`config.mk`:
```
export PLATFORM = sky130hd
export DESIGN_NAME = seg_scan_ctrl_flat
export DESIGN_NICKNAME = d
export VERILOG_FILES = /design/src/rtl/seg_scan_if.sv /design/src/rtl/seg_scan_ctrl.sv /design/src/flat_wrapper.sv
export SDC_FILE = /design/constraint.sdc
export NUM_CORES = 1
export LEC_CHECK = 0
export ABC_AREA = 0
export CAP_MARGIN = 20
export CELL_PAD_IN_SITES_DETAIL_PLACEMENT = 1
export CELL_PAD_IN_SITES_GLOBAL_PLACEMENT = 1
export CORE_MARGIN = 2
export CORE_UTILIZATION = 54
export DETAILED_ROUTE_END_ITERATION = 6
export DONT_BUFFER_PORTS = 1
export PLACE_DENSITY_LB_ADDON = 0.3
export SLEW_MARGIN = 20
export SYNTH_ARGS = -nofsm -noshare
export SYNTH_HDL_FRONTEND = slang
export SYNTH_SLANG_ARGS = --single-unit
```
`constraint.sdc`:
```
create_clock -name clk -period 4.85 [get_ports clk]
set_clock_uncertainty 0.2 [all_clocks]
set_input_delay 0.7275 -clock clk [delete_from_list [all_inputs] [get_ports clk]]
set_output_delay 0.7275 -clock clk [all_outputs]
set_load 0.05 [all_outputs]
```
`src/rtl/seg_scan_if.sv`:
```
// Bus bundle between the seven-segment scan controller and its surroundings:
// digit writes, enables, the external decoder loop and the display drive lines.
interface seg_scan_if;
  logic       run;
  logic       wr_en;
  logic [2:0] wr_addr;
  logic [3:0] wr_data;
  logic [7:0] en_mask;
  logic [7:0] dp;
  logic [3:0] code;
  logic [7:0] patt_in;
  logic [7:0] seg;
  logic [7:0] an;
  logic       frame_done;

  modport slave (
    input  run, wr_en, wr_addr, wr_data, en_mask, dp, patt_in,
    output code, seg, an, frame_done
  );

  modport master (
    output run, wr_en, wr_addr, wr_data, en_mask, dp, patt_in,
    input  code, seg, an, frame_done
  );
endinterface

```
`src/rtl/seg_scan_ctrl.sv`:
```
// Time-multiplexed scan controller for a common-anode seven-segment display, with a
// dead-time phase before each digit and a one-cycle end-of-frame pulse.
module seg_scan_ctrl #(
  parameter int unsigned DIGITS    = 8,
  parameter int unsigned SCAN_DIV  = 50000,
  parameter int unsigned GHOST_CYC = 500
) (
  input logic       clk,
  input logic       rst_n,
  seg_scan_if.slave bus
);

  localparam int unsigned CntMax = (SCAN_DIV > GHOST_CYC) ? SCAN_DIV : GHOST_CYC;
  localparam int unsigned CntW   = (CntMax > 1) ? $clog2(CntMax) : 1;

  localparam logic [CntW-1:0] ShowLast  = CntW'(SCAN_DIV - 1);
  localparam logic [CntW-1:0] GhostLast = CntW'((GHOST_CYC == 0) ? 0 : GHOST_CYC - 1);
  localparam logic [2:0]      IdxLast   = 3'(DIGITS - 1);

  typedef enum logic [1:0] {StIdle, StGhost, StShow} state_e;

  state_e          state_q, state_d;
  logic [2:0]      idx_q, idx_d;
  logic [CntW-1:0] cnt_q, cnt_d;
  logic [7:0]      an_q, an_d;
  logic            frame_done_q, frame_done_d;
  logic [3:0]      mem_q [DIGITS];

  logic show_end;
  logic wr_hit;

  assign show_end = (state_q == StShow) && (cnt_q == ShowLast);
  assign wr_hit   = bus.wr_en && ({29'd0, bus.wr_addr} < DIGITS);

  always_comb begin
    state_d      = state_q;
    idx_d        = idx_q;
    cnt_d        = cnt_q;
    frame_done_d = 1'b0;
    an_d         = 8'hFF;

    // Dropping run wins over any terminal count in the same cycle.
    if (!bus.run) begin
      state_d = StIdle;
      idx_d   = '0;
      cnt_d   = '0;
    end else begin
      unique case (state_q)
        StIdle: begin
          state_d = (GHOST_CYC == 0) ? StShow : StGhost;
          idx_d   = '0;
          cnt_d   = '0;
        end
        StGhost: begin
          if (cnt_q == GhostLast) begin
            cnt_d   = '0;
            state_d = StShow;
          end else begin
            cnt_d = cnt_q + CntW'(1);
          end
        end
        StShow: begin
          if (show_end) begin
            cnt_d        = '0;
            idx_d        = (idx_q == IdxLast) ? 3'd0 : idx_q + 3'd1;
            state_d      = (GHOST_CYC == 0) ? StShow : StGhost;
            frame_done_d = (idx_q == IdxLast);
          end else begin
            cnt_d = cnt_q + CntW'(1);
          end
        end
        default: state_d = StIdle;
      endcase
    end

    // A masked digit keeps its slot time but its anode stays dark.
    if (state_d == StShow) begin
      an_d[idx_d] = ~bus.en_mask[idx_d];
    end
  end

  always_ff @(posedge clk or negedge rst_n) begin
    if (!rst_n) begin
      state_q      <= StIdle;
      idx_q        <= '0;
      cnt_q        <= '0;
      an_q         <= 8'hFF;
      frame_done_q <= 1'b0;
    end else begin
      state_q      <= state_d;
      idx_q        <= idx_d;
      cnt_q        <= cnt_d;
      an_q         <= an_d;
      frame_done_q <= frame_done_d;
    end
  end

  always_ff @(posedge clk or negedge rst_n) begin
    if (!rst_n) begin
      for (int i = 0; i < int'(DIGITS); i++) begin
        mem_q[i] <= '0;
      end
    end else if (wr_hit) begin
      mem_q[bus.wr_addr] <= bus.wr_data;
    end
  end

  // The decoder's own decimal-point bit is deliberately discarded.
  logic unused_dec_dp;
  assign unused_dec_dp = bus.patt_in[7];

  assign bus.code       = mem_q[idx_q];
  assign bus.seg        = (state_q == StShow) ? {~bus.dp[idx_q], bus.patt_in[6:0]} : 8'hFF;
  assign bus.an         = an_q;
  assign bus.frame_done = frame_done_q;

endmodule
```
`src/flat_wrapper.sv`:
```
// flat-port wrapper written by rule: the top's interface ports become plain ports
module seg_scan_ctrl_flat 
#(
  parameter int unsigned DIGITS    = 8,
  parameter int unsigned SCAN_DIV  = 50000,
  parameter int unsigned GHOST_CYC = 500
)
  (clk, rst_n, bus_run, bus_wr_en, bus_wr_addr, bus_wr_data, bus_en_mask, bus_dp, bus_patt_in, bus_code, bus_seg, bus_an, bus_frame_done);
  seg_scan_if bus_i ();
  input logic clk;
  input logic rst_n;
  input wire logic [$bits(bus_i.run)-1:0] bus_run;
  input wire logic [$bits(bus_i.wr_en)-1:0] bus_wr_en;
  input wire logic [$bits(bus_i.wr_addr)-1:0] bus_wr_addr;
  input wire logic [$bits(bus_i.wr_data)-1:0] bus_wr_data;
  input wire logic [$bits(bus_i.en_mask)-1:0] bus_en_mask;
  input wire logic [$bits(bus_i.dp)-1:0] bus_dp;
  input wire logic [$bits(bus_i.patt_in)-1:0] bus_patt_in;
  output wire logic [$bits(bus_i.code)-1:0] bus_code;
  output wire logic [$bits(bus_i.seg)-1:0] bus_seg;
  output wire logic [$bits(bus_i.an)-1:0] bus_an;
  output wire logic [$bits(bus_i.frame_done)-1:0] bus_frame_done;
  assign bus_i.run = bus_run;
  assign bus_i.wr_en = bus_wr_en;
  assign bus_i.wr_addr = bus_wr_addr;
  assign bus_i.wr_data = bus_wr_data;
  assign bus_i.en_mask = bus_en_mask;
  assign bus_i.dp = bus_dp;
  assign bus_i.patt_in = bus_patt_in;
  assign bus_code = bus_i.code;
  assign bus_seg = bus_i.seg;
  assign bus_an = bus_i.an;
  assign bus_frame_done = bus_i.frame_done;
  seg_scan_ctrl #(.DIGITS(DIGITS), .SCAN_DIV(SCAN_DIV), .GHOST_CYC(GHOST_CYC)) u_core (.clk(clk), .rst_n(rst_n), .bus(bus_i));
endmodule
```
* Yosys cells after proc, flatten, opt, wreduce, memory -nomap -nowiden
Cells that the tools add are included.
** Word-level totals
- Bits in registers :: 62
- Output and inout port bits :: 21
- Logic and storage cells :: 67
** Cells by class
- Add/subtract/negate cells :: 2
- Order comparisons :: 6
- Equal/unequal tests :: 7
- Mux-type cells :: 29
- Bitwise logic cells :: 6
- Reductions and logical operators :: 4
** Operator list (number)
- two-way mux 16 bit :: 3
- case mux 16 bit (3 select lines) :: 1
- bitwise mux 32 bit :: 1
- adder 16 x 1 -> 16 bit, second input constant :: 1
- == test 16 bit, second input constant :: 1
- == test 16 x 9 -> 1 bit, second input constant :: 1
- two-way mux 8 bit :: 2
- binary-select mux 4 bit (select 3 bit) :: 1
- demux 4 bit (select 3 bit) :: 1
- two-way mux 4 bit :: 3
- two-way mux 3 bit :: 3
- >= comparator 4 bit, second input constant :: 2
- less-than comparator 3 x 4 -> 1 bit, second input constant :: 2
- NOT 3 -> 4 bit :: 2
- NOT 8 bit :: 1
- bitwise OR 8 bit :: 1
- binary-select mux 1 bit (select 3 bit) :: 2
- two-way mux 1 bit :: 6
- two-way mux 2 bit :: 3
- case mux 2 bit (3 select lines) :: 1
- case mux 3 bit (2 select lines) :: 1
- == test 2 bit, second input constant :: 2
- less-than comparator 4 x 1 -> 1 bit, second input constant :: 1
- inequality test 4 x 1 -> 1 bit, second input constant :: 1
- other kinds (8) :: 11

* Depth between registers and ports, before layout
Gate-level depths: netlist of run 1.
- Depth after elaboration :: 12
- Depth in mapped cells :: 9
- Gate-level depth less buffers :: 7

* Worst setup path after synthesis of run 1
OpenSTA, ideal clock, no wires.
- Kind :: reg-to-output
- Start :: register u_core.idx_q[0]
- End :: output bus_code[0]
- Arrival time :: 1.830 ns
- Data required time :: 3.923 ns
- Slack :: 2.092 ns
- Cell stages (with the launch flop) :: 4
- Path through :: dfrtp_1 buf_1 mux4_2 mux2_2
** Between the ends
- Cells in the longest elaborated chain, start to end :: 4
** Ends and longest elaborated chain
- start, declared :: line seg_scan_ctrl.sv:23 : logic [2:0] idx_q, idx_d;
- start signal, assigned :: line seg_scan_ctrl.sv:91 : idx_q <= idx_d;
- NOT 3 -> 4 bit (not written as such) :: line seg_scan_ctrl.sv:112 : assign bus.code = mem_q[idx_q];
- binary-select mux 4 bit (select 3 bit) :: line seg_scan_ctrl.sv:112
- two-way mux 4 bit (not written as such) (2 in a row) :: line seg_scan_ctrl.sv:112
- end, declared :: line flat_wrapper.sv:19 : output wire logic [$bits(bus_i.code)-1:0] bus_code;
No other way between the ends. The select of a mux whose other input is x is not followed.

* Worst setup path after layout of run 1
- Start :: register u_core.idx_q[0]
- End :: output bus_seg[7]
** Between the ends
- Cells in the longest elaborated chain, start to end :: 4
** Ends and longest elaborated chain
- binary-select mux 1 bit (select 3 bit) :: line seg_scan_ctrl.sv:113 : assign bus.seg = (state_q == StShow) ? {~bus.dp[idx_q], bus.patt_in[6:0]} : 8'hFF;
- two-way mux 1 bit (not written as such) :: line seg_scan_ctrl.sv:113
- NOT 1 bit :: line seg_scan_ctrl.sv:113
- two-way mux 8 bit :: line seg_scan_ctrl.sv:113
- end, declared :: line flat_wrapper.sv:20 : output wire logic [$bits(bus_i.seg)-1:0] bus_seg;
No other way between the ends. The select of a mux whose other input is x is not followed.

==> results_tabular.tex, run 1 <==
\begin{tabular}{lr}
\hline
Metric & Value \\
\hline
\multicolumn{2}{l}{\textbf{Run status}} \\
\quad Run status & complete, no violations \\
\multicolumn{2}{l}{\textbf{Setup path}} \\
\quad Worst Setup End Kind & output pin \\
\quad Critical setup path kind & reg -> out \\
\quad Reg-to-reg critical path startpoint & u\_core.cnt\_q[10] \\
\quad Capture instance of the worst register-to-register path & u\_core.cnt\_q[8] \\
\quad Crit-path max FO & 13 \\
\quad Crit path required time & 3.92 ns \\
\quad Delay of the slowest cell on the worst path & 0.85 ns \\
\quad Standard cell with the maximum stage delay on the critical path & dfrtp\_1 \\
\quad Register-to-register setup slack & 1.87 ns \\
\quad Number of cells on the worst reg-to-reg path & 6 \\
\quad Kind of launch point of the worst setup path & flop \\
\quad Ordered cell list for the critical path & mux4\_2 > mux2\_2 > nand2\_1 \\
\quad Arrival @ worst endpoint & 2.41 ns \\
\multicolumn{2}{l}{\textbf{Drt}} \\
\quad DRC Markers & 0 \\
\quad Number of nets with antenna violations after detailed routing & 0 \\
\quad First-pass DRT Iterations & 4 \\
\quad First-iteration detailed-routing DRC count & 108 \\
\quad Wirelength per Cell & 21.87 µm \\
\quad Routed via count divided by cell count & 6.458 \\
\quad Via count & 2370 \\
\quad Wire length after detailed routing & 8.026 mm \\
\multicolumn{2}{l}{\textbf{Place}} \\
\quad Total instance count after detailed placement & 349 \\
\quad Post-detailed-placement half-perimeter wirelength & 5.240 mm \\
\quad Routability congestion estimate & 0.7743 \\
\quad I/O Buffers & 0 \\
\multicolumn{2}{l}{\textbf{Timing}} \\
\quad Hold Vio Cnt, Final & 0 \\
\quad Worst relative slew slack & 33.47\% \\
\quad Unrepaired setup endpoints after global routing & false \\
\quad Total Neg Setup Slack & 0 ns \\
\quad Post-route fraction of the period consumed by the critical path & 68.87\% \\
\quad Endpoints failing setup & 0 \\
\quad Maximum achievable frequency & 0.2994 GHz \\
\quad Number of pins with negative max-slew slack in the final report & 0 \\
\quad Final Critical Period & 3.340 ns \\
\quad Slew of the pin with the lowest slew margin & 0.9980 ns \\
\multicolumn{2}{l}{\textbf{CTS}} \\
\quad CTS Buf Count & 9 \\
\quad Reg clk slew, reported paths & 0.08 ns \\
\quad Clock tree buffer depth & 2 \\
\quad TritonCTS Sinks & 62 \\
\quad Quantity of gates resized following cts & 0 \\
\quad Buffer cell driving the clock tree root & clkbuf\_8 \\
\quad Latest clock arrival within the worst-skew pair & 0.35 ns \\
\quad H-tree Lvls & 3 \\
\quad TritonCTS clock tree & yes \\
\multicolumn{2}{l}{\textbf{Synthesis}} \\
\quad Synthesized area per cell & 11.58 µm² \\
\quad EDFF count, synth & 0 \\
\quad Number of distinct library cells after synthesis & 48 \\
\quad Async SR Flop Fraction & 100.0\% \\
\quad Count of state elements after synthesis & 62 \\
\quad Cells after Synth & 286 \\
\quad Number of nets in the synthesized netlist & 328 \\
\quad Yosys synthesis warning count & 0 \\
\quad Cell Area, Synth & 0.003312 mm² \\
\quad Primary FF master, synth & dfrtp\_1 \\
\quad Sequential share of the synthesized area & 47.15\% \\
\multicolumn{2}{l}{\textbf{Floorplan}} \\
\quad Floorplan die width & 82.32 µm \\
\quad Initial Utilization & 55.94\% \\
\quad Core Box Area & 0.005921 mm² \\
\quad Row count & 28 \\
\quad Die height & 82.32 µm \\
\quad Count of boundary I/O pins & 56 \\
\quad Area enclosed by the die boundary & 0.006776 mm² \\
\multicolumn{2}{l}{\textbf{Min path}} \\
\quad Worst min-delay path class & in -> async \\
\multicolumn{2}{l}{\textbf{Global routing}} \\
\quad Global Route Usage Sum & 25.47\% \\
\quad Fraction of met1 tracks used by global routing & 32.72\% \\
\quad Fraction of met2 tracks used by global routing & 42.10\% \\
\quad Largest net degree at the start of global routing & 55 \\
\quad Met3 Resource Use GR & 5.109\% \\
\quad Vias in the first global route & 2472 \\
\quad First-pass GRT wire length & 12.60 mm \\
\quad Total congestion overflow after global routing & 0 \\
\quad Antenna violations before repair & 0 \\
\quad Highest-utilization routing layer at the global route stage & met2 \\
\multicolumn{2}{l}{\textbf{Power and ir drop}} \\
\quad Pwr/cell area & 336.6 mW/mm² \\
\quad Leakage power of the design & 1.400 nW \\
\quad IR drop worst, VDD & 0.0001901 V \\
\quad Sum of internal, switching and leakage power & 1.196 mW \\
\multicolumn{2}{l}{\textbf{Layout}} \\
\quad Number of nets in the finished design & 329 \\
\quad Most frequent standard cell in the layout excluding fill and tap cells & dfrtp\_1 \\
\quad Synth-to-Final Area Change & 7.254\% \\
\quad Fraction of layout cells with a size suffix above 1 & 28.42\% \\
\quad Number of filler cells placed in the layout & 606 \\
\quad \# diodes & 0 \\
\quad Commonest cells after routing, fill and taps aside & dfrtp\_1, mux2\_2, nand2\_1 \\
\quad Number of standard cells in the layout, taps in and fillers out & 367 \\
\multicolumn{2}{l}{\textbf{Run}} \\
\quad Max Cap Violations & 0 \\
\hline
\end{tabular}
## report_power, final
group          internal (mW)  switching [mW]
Sequential             0.578          0.0364
Clock                  0.186           0.222
Combinational         0.0864          0.0873
Total                  0.850           0.346
## metal layers
layer | wire length, µm | share of wire [%]
met1 | 3542 | 44
met2 | 3987 | 50
met3 | 369 | 4.6
met4 | 127 | 1.6
met5 | 0 | 0
## worst max-delay path, delay by kind of cell, from the launching register on
kind,cells,cell delay (ns)
DFF,1,0.85
muxes,2,0.86
and+or+nand+nor,1,0.36
## flip-flops by register name, indices dropped and copies added, names as in the netlist
signal / cells
u_core.bus.an: 8
u_core.bus.frame_done: 1
u_core.state_q: 2
u_core.mem_q: 32
u_core.idx_q: 3
u_core.cnt_q: 16
## worst max-delay path by stage
| stage | startpoint | to | slack, ns | cells after the start |
|---|---|---|---|---|
| after global routing | u_core.idx_q[0] | bus_seg[7] | 1.37 | 3 |
| after global placement | u_core.idx_q[0] | bus_seg[7] | 1.89 | 3 |
| final | u_core.idx_q[0] | bus_seg[7] | 1.51 | 3 |
| after floorplan | u_core.idx_q[0] | bus_code[0] | 2.09 | 3 |
| after CTS | u_core.idx_q[0] | bus_seg[7] | 1.46 | 3 |
| after detailed placement | u_core.idx_q[0] | bus_seg[7] | 1.85 | 3 |
## Yosys cell counts (2+ instances only)
| cell type | instances | area share (%) |
|---|---|---|
| or4_4 | 2 | 0.68 |
| nand4b_1 | 7 | 1.9 |
| nor3b_1 | 2 | 0.45 |
| nor3_1 | 7 | 1.1 |
| ha_1 | 7 | 2.6 |
| nor2b_1 | 3 | 0.57 |
| nor4_1 | 5 | 0.94 |
| and2_1 | 4 | 0.76 |
| clkbuf_1 | 6 | 0.68 |
| a31oi_1 | 9 | 1.7 |
| nand3_1 | 12 | 1.8 |
| nand4_1 | 7 | 1.3 |
| buf_1 | 3 | 0.34 |
| dfstp_2 | 8 | 6.3 |
| a22o_1 | 5 | 1.3 |
| o21ai_1 | 2 | 0.30 |
| dfrtp_1 | 54 | 41 |
| a21oi_1 | 6 | 0.91 |
| a41oi_1 | 2 | 0.53 |
| inv_1 | 5 | 0.57 |
| mux4_2 | 10 | 6.8 |
| mux2i_1 | 2 | 0.60 |
| mux2_2 | 38 | 13 |
| or2b_1 | 4 | 0.91 |
| and3_1 | 2 | 0.38 |
| nor2_1 | 12 | 1.4 |
| nand2b_1 | 11 | 2.1 |
| and3_2 | 3 | 0.68 |
| o21ai_0 | 7 | 1.1 |
| nand2_1 | 23 | 2.6 |
## cell type report
cell class | count | area (µm²) | share of cell area [%]
Tap cell | 75 | 93.84 | 2.642
Multi-Input combinational cell | 207 | 1667 | 46.92
Clock buffer | 9 | 123.9 | 3.487
Inverter | 5 | 18.77 | 0.5284
Sequential cell | 62 | 1562 | 43.96
Clock inverter | 7 | 50.05 | 1.409
Timing Repair Buffer | 2 | 37.54 | 1.057
## kinds of logic after synthesis
| group | share of synthesized area, % |
|---|---|
| AOI/OAI and AO/OA | 8.425 |
| xor gates and xnor gates | 0.2645 |
| adders and majority gates | 2.644 |
| buffers and inverters | 2.531 |
| DFF | 47.15 |
| muxes | 20.33 |
| and+or+nand+nor | 18.66 |
## repair_timing
action | in CTS | in global routing
buffers inserted | 0 | 0
hold buffers | 1 | 1
hold endpoints to repair | 54 | 2
## stage by stage
stage / cell area (µm²) / util (%) / hold WS [ns] / setup slack [ns]
floorplan: 3312 / - / 0.2319 / 2.092
global placement: 3341 / 56.42 / 0.2334 / 1.892
detailed placement: 3341 / 56.42 / 0.2332 / 1.855
CTS: 3542 / 59.83 / 0.004709 / 1.464
global route: 3552 / 60.00 / 0.0008857 / 1.369
finish: 3552 / 60.00 / 0.01865 / 1.510
Note: power is estimated with default switching activity, not from simulation.
==> run 2: changes to the inputs <==
--- a/config.mk
+++ b/config.mk
@@ -10,7 +10,7 @@
 export CELL_PAD_IN_SITES_DETAIL_PLACEMENT = 1
 export CELL_PAD_IN_SITES_GLOBAL_PLACEMENT = 1
 export CORE_MARGIN = 2
-export CORE_UTILIZATION = 54
+export CORE_UTILIZATION = 45
 export DETAILED_ROUTE_END_ITERATION = 6
 export DONT_BUFFER_PORTS = 1
 export PLACE_DENSITY_LB_ADDON = 0.3
==> constraint.sdc (replaced) <==
create_clock -name clk -period 3 [get_ports clk]
set_clock_uncertainty 0.2 [all_clocks]
set_input_delay 0.45 -clock clk [delete_from_list [all_inputs] [get_ports clk]]
set_output_delay 0.45 -clock clk [all_outputs]
set_load 0.05 [all_outputs]
==> results_tabular.tex, run 2 (synthesis results as in run 1) <==
\begin{tabular}{lr}
\hline
Metric & Value \\
\hline
\multicolumn{2}{l}{\textbf{Power and ir drop}} \\
\quad Leakage power of the design & 1.455 nW (+3.9\%) \\
\quad Pwr/cell area & 542.3 mW/mm² (+61\%) \\
\quad Sum of internal, switching and leakage power & 1.999 mW (+67\%) \\
\quad IR drop worst, VDD & 0.0001901 V (about the same) \\
\multicolumn{2}{l}{\textbf{CTS}} \\
\quad Postcts setup bufs & 0 (unchanged) \\
\quad TritonCTS Sinks & 62 (unchanged) \\
\quad Latest clock arrival within the worst-skew pair & 0.34 ns (about the same) \\
\quad Reg clk slew, reported paths & 0.08 ns (about the same) \\
\quad Buffer cell driving the clock tree root & clkbuf\_8 \\
\quad H-tree Lvls & 3 (unchanged) \\
\quad Clock tree buffer depth & 2 (unchanged) \\
\quad CTS Buf Count & 9 (unchanged) \\
\quad TritonCTS clock tree & yes \\
\multicolumn{2}{l}{\textbf{Global routing}} \\
\quad Largest net degree at the start of global routing & 63 (+15\%) \\
\quad Fraction of met2 tracks used by global routing & 33.71\% (-8.4 points) \\
\quad Antenna violations before repair & 0 (unchanged) \\
\quad Global Route Usage Sum & 20.30\% (-5.2 points) \\
\quad Total congestion overflow after global routing & 0 (unchanged) \\
\quad Vias in the first global route & 2533 (+2.5\%) \\
\quad Met3 Resource Use GR & 4.275\% (-0.83 points) \\
\quad Highest-utilization routing layer at the global route stage & met2 \\
\quad First-pass GRT wire length & 12.98 mm (+3.0\%) \\
\quad Fraction of met1 tracks used by global routing & 26.86\% (-5.9 points) \\
\multicolumn{2}{l}{\textbf{Timing}} \\
\quad Final Critical Period & 2.860 ns \\
\quad Worst relative slew slack & 49.87\% (+16 points) \\
\quad Endpoints failing setup & 0 (unchanged) \\
\quad Maximum achievable frequency & 0.3497 GHz \\
\quad Unrepaired setup endpoints after global routing & false \\
\quad Post-route fraction of the period consumed by the critical path & 95.33\% \\
\quad Total Neg Setup Slack & 0 ns (unchanged) \\
\quad Slew of the pin with the lowest slew margin & 0.7504 ns (-0.2476 ns) \\
\quad Number of pins with negative max-slew slack in the final report & 0 (unchanged) \\
\quad Hold Vio Cnt, Final & 0 (unchanged) \\
\multicolumn{2}{l}{\textbf{Place}} \\
\quad Total instance count after detailed placement & 377 (+8.0\%) \\
\quad Total cell area at the placement stage & 0.003401 mm² (+1.8\%) \\
\quad Routability congestion estimate & 0.7480 (-3.4\%) \\
\quad I/O Buffers & 0 (unchanged) \\
\quad Post-detailed-placement half-perimeter wirelength & 5.331 mm (+1.7\%) \\
\multicolumn{2}{l}{\textbf{Drt}} \\
\quad Number of nets with antenna violations after detailed routing & 0 (unchanged) \\
\quad Via count & 2388 (+0.76\%) \\
\quad First-iteration detailed-routing DRC count & 142 (+31\%) \\
\quad DRC Markers & 0 (unchanged) \\
\quad Wirelength per Cell & 19.55 µm (-11\%) \\
\quad Wire length after detailed routing & 7.819 mm (-2.6\%) \\
\quad First-pass DRT Iterations & 4 (unchanged) \\
\quad Routed via count divided by cell count & 5.970 (-7.6\%) \\
\multicolumn{2}{l}{\textbf{Setup path}} \\
\quad Ordered cell list for the critical path & or4\_4 > or4\_4 > o31ai\_4 > a21oi\_2 > buf\_4 > a41oi\_1 > a31oi\_1 \\
\quad Standard cell with the maximum stage delay on the critical path & or4\_4 \\
\quad Worst Setup End Kind & flop \\
\quad Critical setup path kind & reg -> reg \\
\quad Crit path required time & 3.00 ns (-0.92 ns) \\
\quad Cell mode on critical path & or4\_4 \\
\quad Arrival @ worst endpoint & 2.86 ns (+0.45 ns) \\
\quad Kind of launch point of the worst setup path & flop \\
\quad Crit-path max FO & 22 (+9) \\
\quad Delay of the slowest cell on the worst path & 0.58 ns (-0.27 ns) \\
\multicolumn{2}{l}{\textbf{Layout}} \\
\quad Synth-to-Final Area Change & 11.30\% \\
\quad Area of all placed cells without fillers & 0.003686 mm² (+3.8\%) \\
\quad Number of standard cells in the layout, taps in and fillers out & 400 (+9.0\%) \\
\quad Most frequent standard cell in the layout excluding fill and tap cells & dfrtp\_1 \\
\quad Number of nets in the finished design & 338 (+2.7\%) \\
\quad Largest register by flop count & u\_core.mem\_q \\
\quad Commonest cells after routing, fill and taps aside & dfrtp\_1, mux2\_2, nand2\_1 \\
\quad Fraction of layout cells with a size suffix above 1 & 28.57\% (+0.15 points) \\
\quad \# diodes & 0 (unchanged) \\
\quad Number of flip-flops under the largest register name & 32 (unchanged) \\
\quad Layout Utilization & 51.37\% (-8.6 points) \\
\multicolumn{2}{l}{\textbf{Floorplan}} \\
\quad Row count & 31 (+11\%) \\
\quad Count of boundary I/O pins & 56 (unchanged) \\
\quad Floorplan die width & 89.79 µm (+9.1\%) \\
\quad Core Box Area & 0.007176 mm² (+21\%) \\
\quad Area enclosed by the die boundary & 0.008062 mm² (+19\%) \\
\quad Initial Utilization & 46.16\% (-9.8 points) \\
\quad Die height & 89.79 µm (+9.1\%) \\
\multicolumn{2}{l}{\textbf{Min path}} \\
\quad Worst min-delay path class & in -> reg \\
\multicolumn{2}{l}{\textbf{Run status}} \\
\quad Run status & complete, no violations \\
\multicolumn{2}{l}{\textbf{Run}} \\
\quad Max Cap Violations & 0 (unchanged) \\
\hline
\end{tabular}
==> run 2: routing by layer <==
layer / part of all wire [%] / wire [µm]
met5: 0 / 0
met1: 46 / 3568
met4: 1.3 / 99
met2: 49 / 3857
met3: 3.8 / 294
==> run 2: cell type report <==
type | instances | area (µm²)
multi-input combinational | 207 | 1673
sequential | 62 | 1562
clock buffer | 11 | 131.4
clock inverter | 5 | 60.06
timing repair buffer | 11 | 117.6
fill | 761 | 3490
tap | 99 | 123.9
inverter | 5 | 18.77
==> run 2: through the flow <==
step	worst slack, ns	hold slack [ns]
after global routing	0.01245	0.03267
after CTS	0.1303	0.03396
after global placement	0.2453	-0.04304
after detailed placement	0.2163	-0.04335
final	0.1402	0.04389
after floorplan	0.4083	-0.04559
==> run 2: worst paths after layout <==
path	from	endpoint	slack [ns]	cells past startpoint
max	u_core.cnt_q[10]	u_core.cnt_q[3]	0.14	7
min	bus_run	u_core.idx_q[2]	0.04	1
max reg2reg	u_core.cnt_q[10]	u_core.cnt_q[3]	0.14	7
min reg2reg	u_core.mem_q[22]	u_core.mem_q[22]	0.30	1
max in group asynchronous	rst_n	u_core.bus.an[6]	1.84	2
min in group asynchronous	rst_n	u_core.cnt_q[13]	0.45	2
==> run 2: power breakdown <==
group          switching (mW)  leakage, nW  internal (mW)
logic                   0.139        0.587          0.144
registers              0.0506        0.774          0.934
clock network           0.345       0.0935          0.386
==> run 2: timing repair <==
action	in CTS	in global routing
hold endpoints to repair	66	0
endpoints found under the setup margin	0	1
resized for setup	0	1
hold buffers	7	0
==> run 2: worst max-delay path: cells and delay by family (launching register included) <==
family / cells / cell delay, ns
buffers and inverters: 1 / 0.22
and+or+nand+nor: 2 / 1.14
AOI/OAI and AO/OA: 4 / 0.69
DFF: 1 / 0.45
==> run 3: changes to the inputs <==
--- a/config.mk
+++ b/config.mk
@@ -9,7 +9,7 @@
 export CAP_MARGIN = 20
 export CELL_PAD_IN_SITES_DETAIL_PLACEMENT = 1
 export CELL_PAD_IN_SITES_GLOBAL_PLACEMENT = 1
-export CORE_MARGIN = 2
+export CORE_MARGIN = 1
 export CORE_UTILIZATION = 45
 export DETAILED_ROUTE_END_ITERATION = 6
 export DONT_BUFFER_PORTS = 1
@@ -18,3 +18,4 @@
 export SYNTH_ARGS = -nofsm -noshare
 export SYNTH_HDL_FRONTEND = slang
 export SYNTH_SLANG_ARGS = --single-unit
+export TNS_END_PERCENT = 30
==> results_tabular.tex, run 3 (synthesis results as in run 1) <==
\begin{tabular}{lr}
\hline
Metric & Value \\
\hline
\multicolumn{2}{l}{\textbf{Global routing}} \\
\quad First-pass GRT wire length & 12.56 mm (-3.2\%) \\
\quad Highest-utilization routing layer at the global route stage & met2 \\
\quad Total congestion overflow after global routing & 0 (unchanged) \\
\quad Global Route Usage Sum & 21.90\% (+1.6 points) \\
\quad Fraction of met1 tracks used by global routing & 26.40\% (-0.46 points) \\
\quad Largest net degree at the start of global routing & 63 (unchanged) \\
\quad Fraction of met2 tracks used by global routing & 37.77\% (+4.1 points) \\
\quad Antenna violations before repair & 0 (unchanged) \\
\quad Vias in the first global route & 2513 (-0.79\%) \\
\quad Met3 Resource Use GR & 6.598\% (+2.3 points) \\
\multicolumn{2}{l}{\textbf{Drt}} \\
\quad First-iteration detailed-routing DRC count & 100 (-30\%) \\
\quad First-pass DRT Iterations & 4 (unchanged) \\
\quad Wire length after detailed routing & 7.562 mm (-3.3\%) \\
\quad Routed via count divided by cell count & 5.892 (-1.3\%) \\
\quad Wirelength per Cell & 19.05 µm (-2.6\%) \\
\quad Via count & 2339 (-2.1\%) \\
\quad DRC Markers & 0 (unchanged) \\
\quad Number of nets with antenna violations after detailed routing & 0 (unchanged) \\
\multicolumn{2}{l}{\textbf{Timing}} \\
\quad Maximum achievable frequency & 0.3566 GHz (+2.0\%) \\
\quad Tightest hold margin & 0.04000 ns (-0.003895 ns) \\
\quad Number of pins with negative max-slew slack in the final report & 0 (unchanged) \\
\quad Endpoints failing setup & 0 (unchanged) \\
\quad Unrepaired setup endpoints after global routing & false \\
\quad Worst setup slack after layout & 0.1958 ns (+0.05558 ns) \\
\quad Hold Vio Cnt, Final & 0 (unchanged) \\
\quad Final Critical Period & 2.804 ns (-0.05558 ns) \\
\quad Worst relative slew slack & 45.46\% (-4.4 points) \\
\quad Slew of the pin with the lowest slew margin & 0.8163 ns (+0.06592 ns) \\
\quad Total Neg Setup Slack & 0 ns (unchanged) \\
\quad Post-route fraction of the period consumed by the critical path & 93.47\% (-1.9 points) \\
\multicolumn{2}{l}{\textbf{Place}} \\
\quad Total instance count after detailed placement & 374 (-0.80\%) \\
\quad Total cell area at the placement stage & 0.003397 mm² (-0.11\%) \\
\quad Post-detailed-placement half-perimeter wirelength & 5.202 mm (-2.4\%) \\
\quad Routability congestion estimate & 0.7251 (-3.1\%) \\
\quad Place WS & 0.2094 ns (-0.006879 ns) \\
\quad I/O Buffers & 0 (unchanged) \\
\multicolumn{2}{l}{\textbf{Power and ir drop}} \\
\quad IR drop worst, VDD & 0.0002113 V (+11\%) \\
\quad Fraction of power consumed by sequential logic & 49.4\% (about the same) \\
\quad Leakage power of the design & 1.457 nW (+0.13\%) \\
\quad Share of power burned in the clock network & 36.6\% (about the same) \\
\quad Logic pwr share & 14.0\% (-0.2 points) \\
\quad Switching power total & 527.6 µW (-1.4\%) \\
\quad Internal power of the cells & 1.462 mW (-0.11\%) \\
\quad Proportion of total power due to net switching & 26.52\% (-0.26 points) \\
\quad Pwr/cell area & 540.5 mW/mm² (-0.33\%) \\
\quad Sum of internal, switching and leakage power & 1.990 mW (-0.46\%) \\
\multicolumn{2}{l}{\textbf{Floorplan}} \\
\quad Floorplan die width & 87.79 µm (-2.2\%) \\
\quad Row count & 30 (-3.2\%) \\
\quad Die height & 87.79 µm (-2.2\%) \\
\quad Core Box Area & 0.006944 mm² (-3.2\%) \\
\quad Area enclosed by the die boundary & 0.007707 mm² (-4.4\%) \\
\quad Initial Utilization & 47.69\% (+1.5 points) \\
\quad Count of boundary I/O pins & 56 (unchanged) \\
\multicolumn{2}{l}{\textbf{CTS}} \\
\quad CTS Buf Count & 9 (unchanged) \\
\quad H-tree Lvls & 3 (unchanged) \\
\quad Buffer cell driving the clock tree root & clkbuf\_8 \\
\quad Latest clock arrival within the worst-skew pair & 0.34 ns (about the same) \\
\quad Reg clk slew, reported paths & 0.07 ns (about the same) \\
\quad TritonCTS clock tree & yes \\
\quad TritonCTS Sinks & 62 (unchanged) \\
\quad Quantity of gates resized following cts & 0 (unchanged) \\
\quad Clock tree buffer depth & 2 (unchanged) \\
\multicolumn{2}{l}{\textbf{Layout}} \\
\quad Fraction of layout cells with a size suffix above 1 & 28.90\% (+0.33 points) \\
\quad Number of filler cells placed in the layout & 739 (-2.9\%) \\
\quad Area of all placed cells without fillers & 0.003681 mm² (-0.14\%) \\
\quad Number of flip-flops under the largest register name & 32 (unchanged) \\
\quad Largest register by flop count & u\_core.mem\_q \\
\quad Area occupied by registers & 0.001562 mm² (unchanged) \\
\quad Synth-to-Final Area Change & 11.14\% \\
\quad Number of nets in the finished design & 338 (unchanged) \\
\quad Number of standard cells in the layout, taps in and fillers out & 397 (-0.75\%) \\
\quad Multi-input combinational cell area & 0.001667 mm² (-0.37\%) \\
\quad \# diodes & 0 (unchanged) \\
\quad Most frequent standard cell in the layout excluding fill and tap cells & dfrtp\_1 \\
\quad Layout Utilization & 53.01\% (+1.6 points) \\
\quad Commonest cells after routing, fill and taps aside & dfrtp\_1, mux2\_2, nand2\_1 \\
\multicolumn{2}{l}{\textbf{Setup path}} \\
\quad Kind of launch point of the worst setup path & flop \\
\quad Crit-path max FO & 23 (+4.5\%) \\
\quad Crit path required time & 3.03 ns (+0.03 ns) \\
\quad Arrival @ worst endpoint & 2.83 ns (-0.03 ns) \\
\quad Worst Setup End Kind & flop \\
\quad Critical setup path kind & reg -> reg \\
\multicolumn{2}{l}{\textbf{Run status}} \\
\quad Run status & complete, no violations \\
\multicolumn{2}{l}{\textbf{Min path}} \\
\quad Worst min-delay path class & in -> reg \\
\multicolumn{2}{l}{\textbf{Run}} \\
\quad Max Cap Violations & 0 (unchanged) \\
\hline
\end{tabular}
run 3: cell count changes in the layout (fill, tap and decap cells not counted):
cell and delta:
nor4_1 +1, clkinv_4 -1, inv_6 +1, clkbuf_1 -2, nor4_2 -1, clkinv_2 +1
clkinvlp_4 +1
run 3: power by group through the flow:
stage	sequential [mW]	combinational (mW)	clock (mW)
floorplan	0.980	0.229	0
global placement	0.991	0.245	0
detailed placement	0.998	0.254	0
CTS	0.983	0.283	0.751
global route	0.996	0.304	0.797
finish	0.983	0.279	0.727
run 3: metal layers:
layer	vias up	share of wire (%)
li1	1094	-
met1	1197	43
met2	36	52
met3	12	2.7
met4	0	1.3
met5	-	0
run 3: layout make-up:
class	count	share of cell area (%)
Timing Repair Buffer	11	3.195
Sequential cell	62	42.42
Clock buffer	9	3.365
Inverter	5	0.5099
Tap cell	96	3.263
Multi-Input combinational cell	207	45.28
Clock inverter	7	1.971
run 3: path summary, 6_finish.rpt:
kind	slack, ns	depth (start not counted)	end	from
worst min register to register	0.31	1	u_core.mem_q[7]	u_core.mem_q[7]
max in group asynchronous	1.83	2	u_core.bus.an[7]	rst_n
worst max register to register	0.20	7	u_core.cnt_q[14]	u_core.cnt_q[10]
min in group asynchronous	0.46	2	u_core.mem_q[31]	rst_n
worst min-delay path	0.04	1	u_core.idx_q[2]	bus_run
worst max-delay path	0.20	7	u_core.cnt_q[14]	u_core.cnt_q[10]
run 3: repair_timing:
item                                   4_1_cts  5_1_grt
endpoints found under the hold margin       66        0
hold buffers                                 7        0
buffers inserted                             0        0
run 3: critical path: stages, from the launching register on:
cell	delay, ns
dfrtp_1	0.45
or4_4	0.58
or4_4	0.56
o31ai_4	0.25
a21oi_2	0.09
buf_4	0.22
a21o_1	0.17
a22o_1	0.17
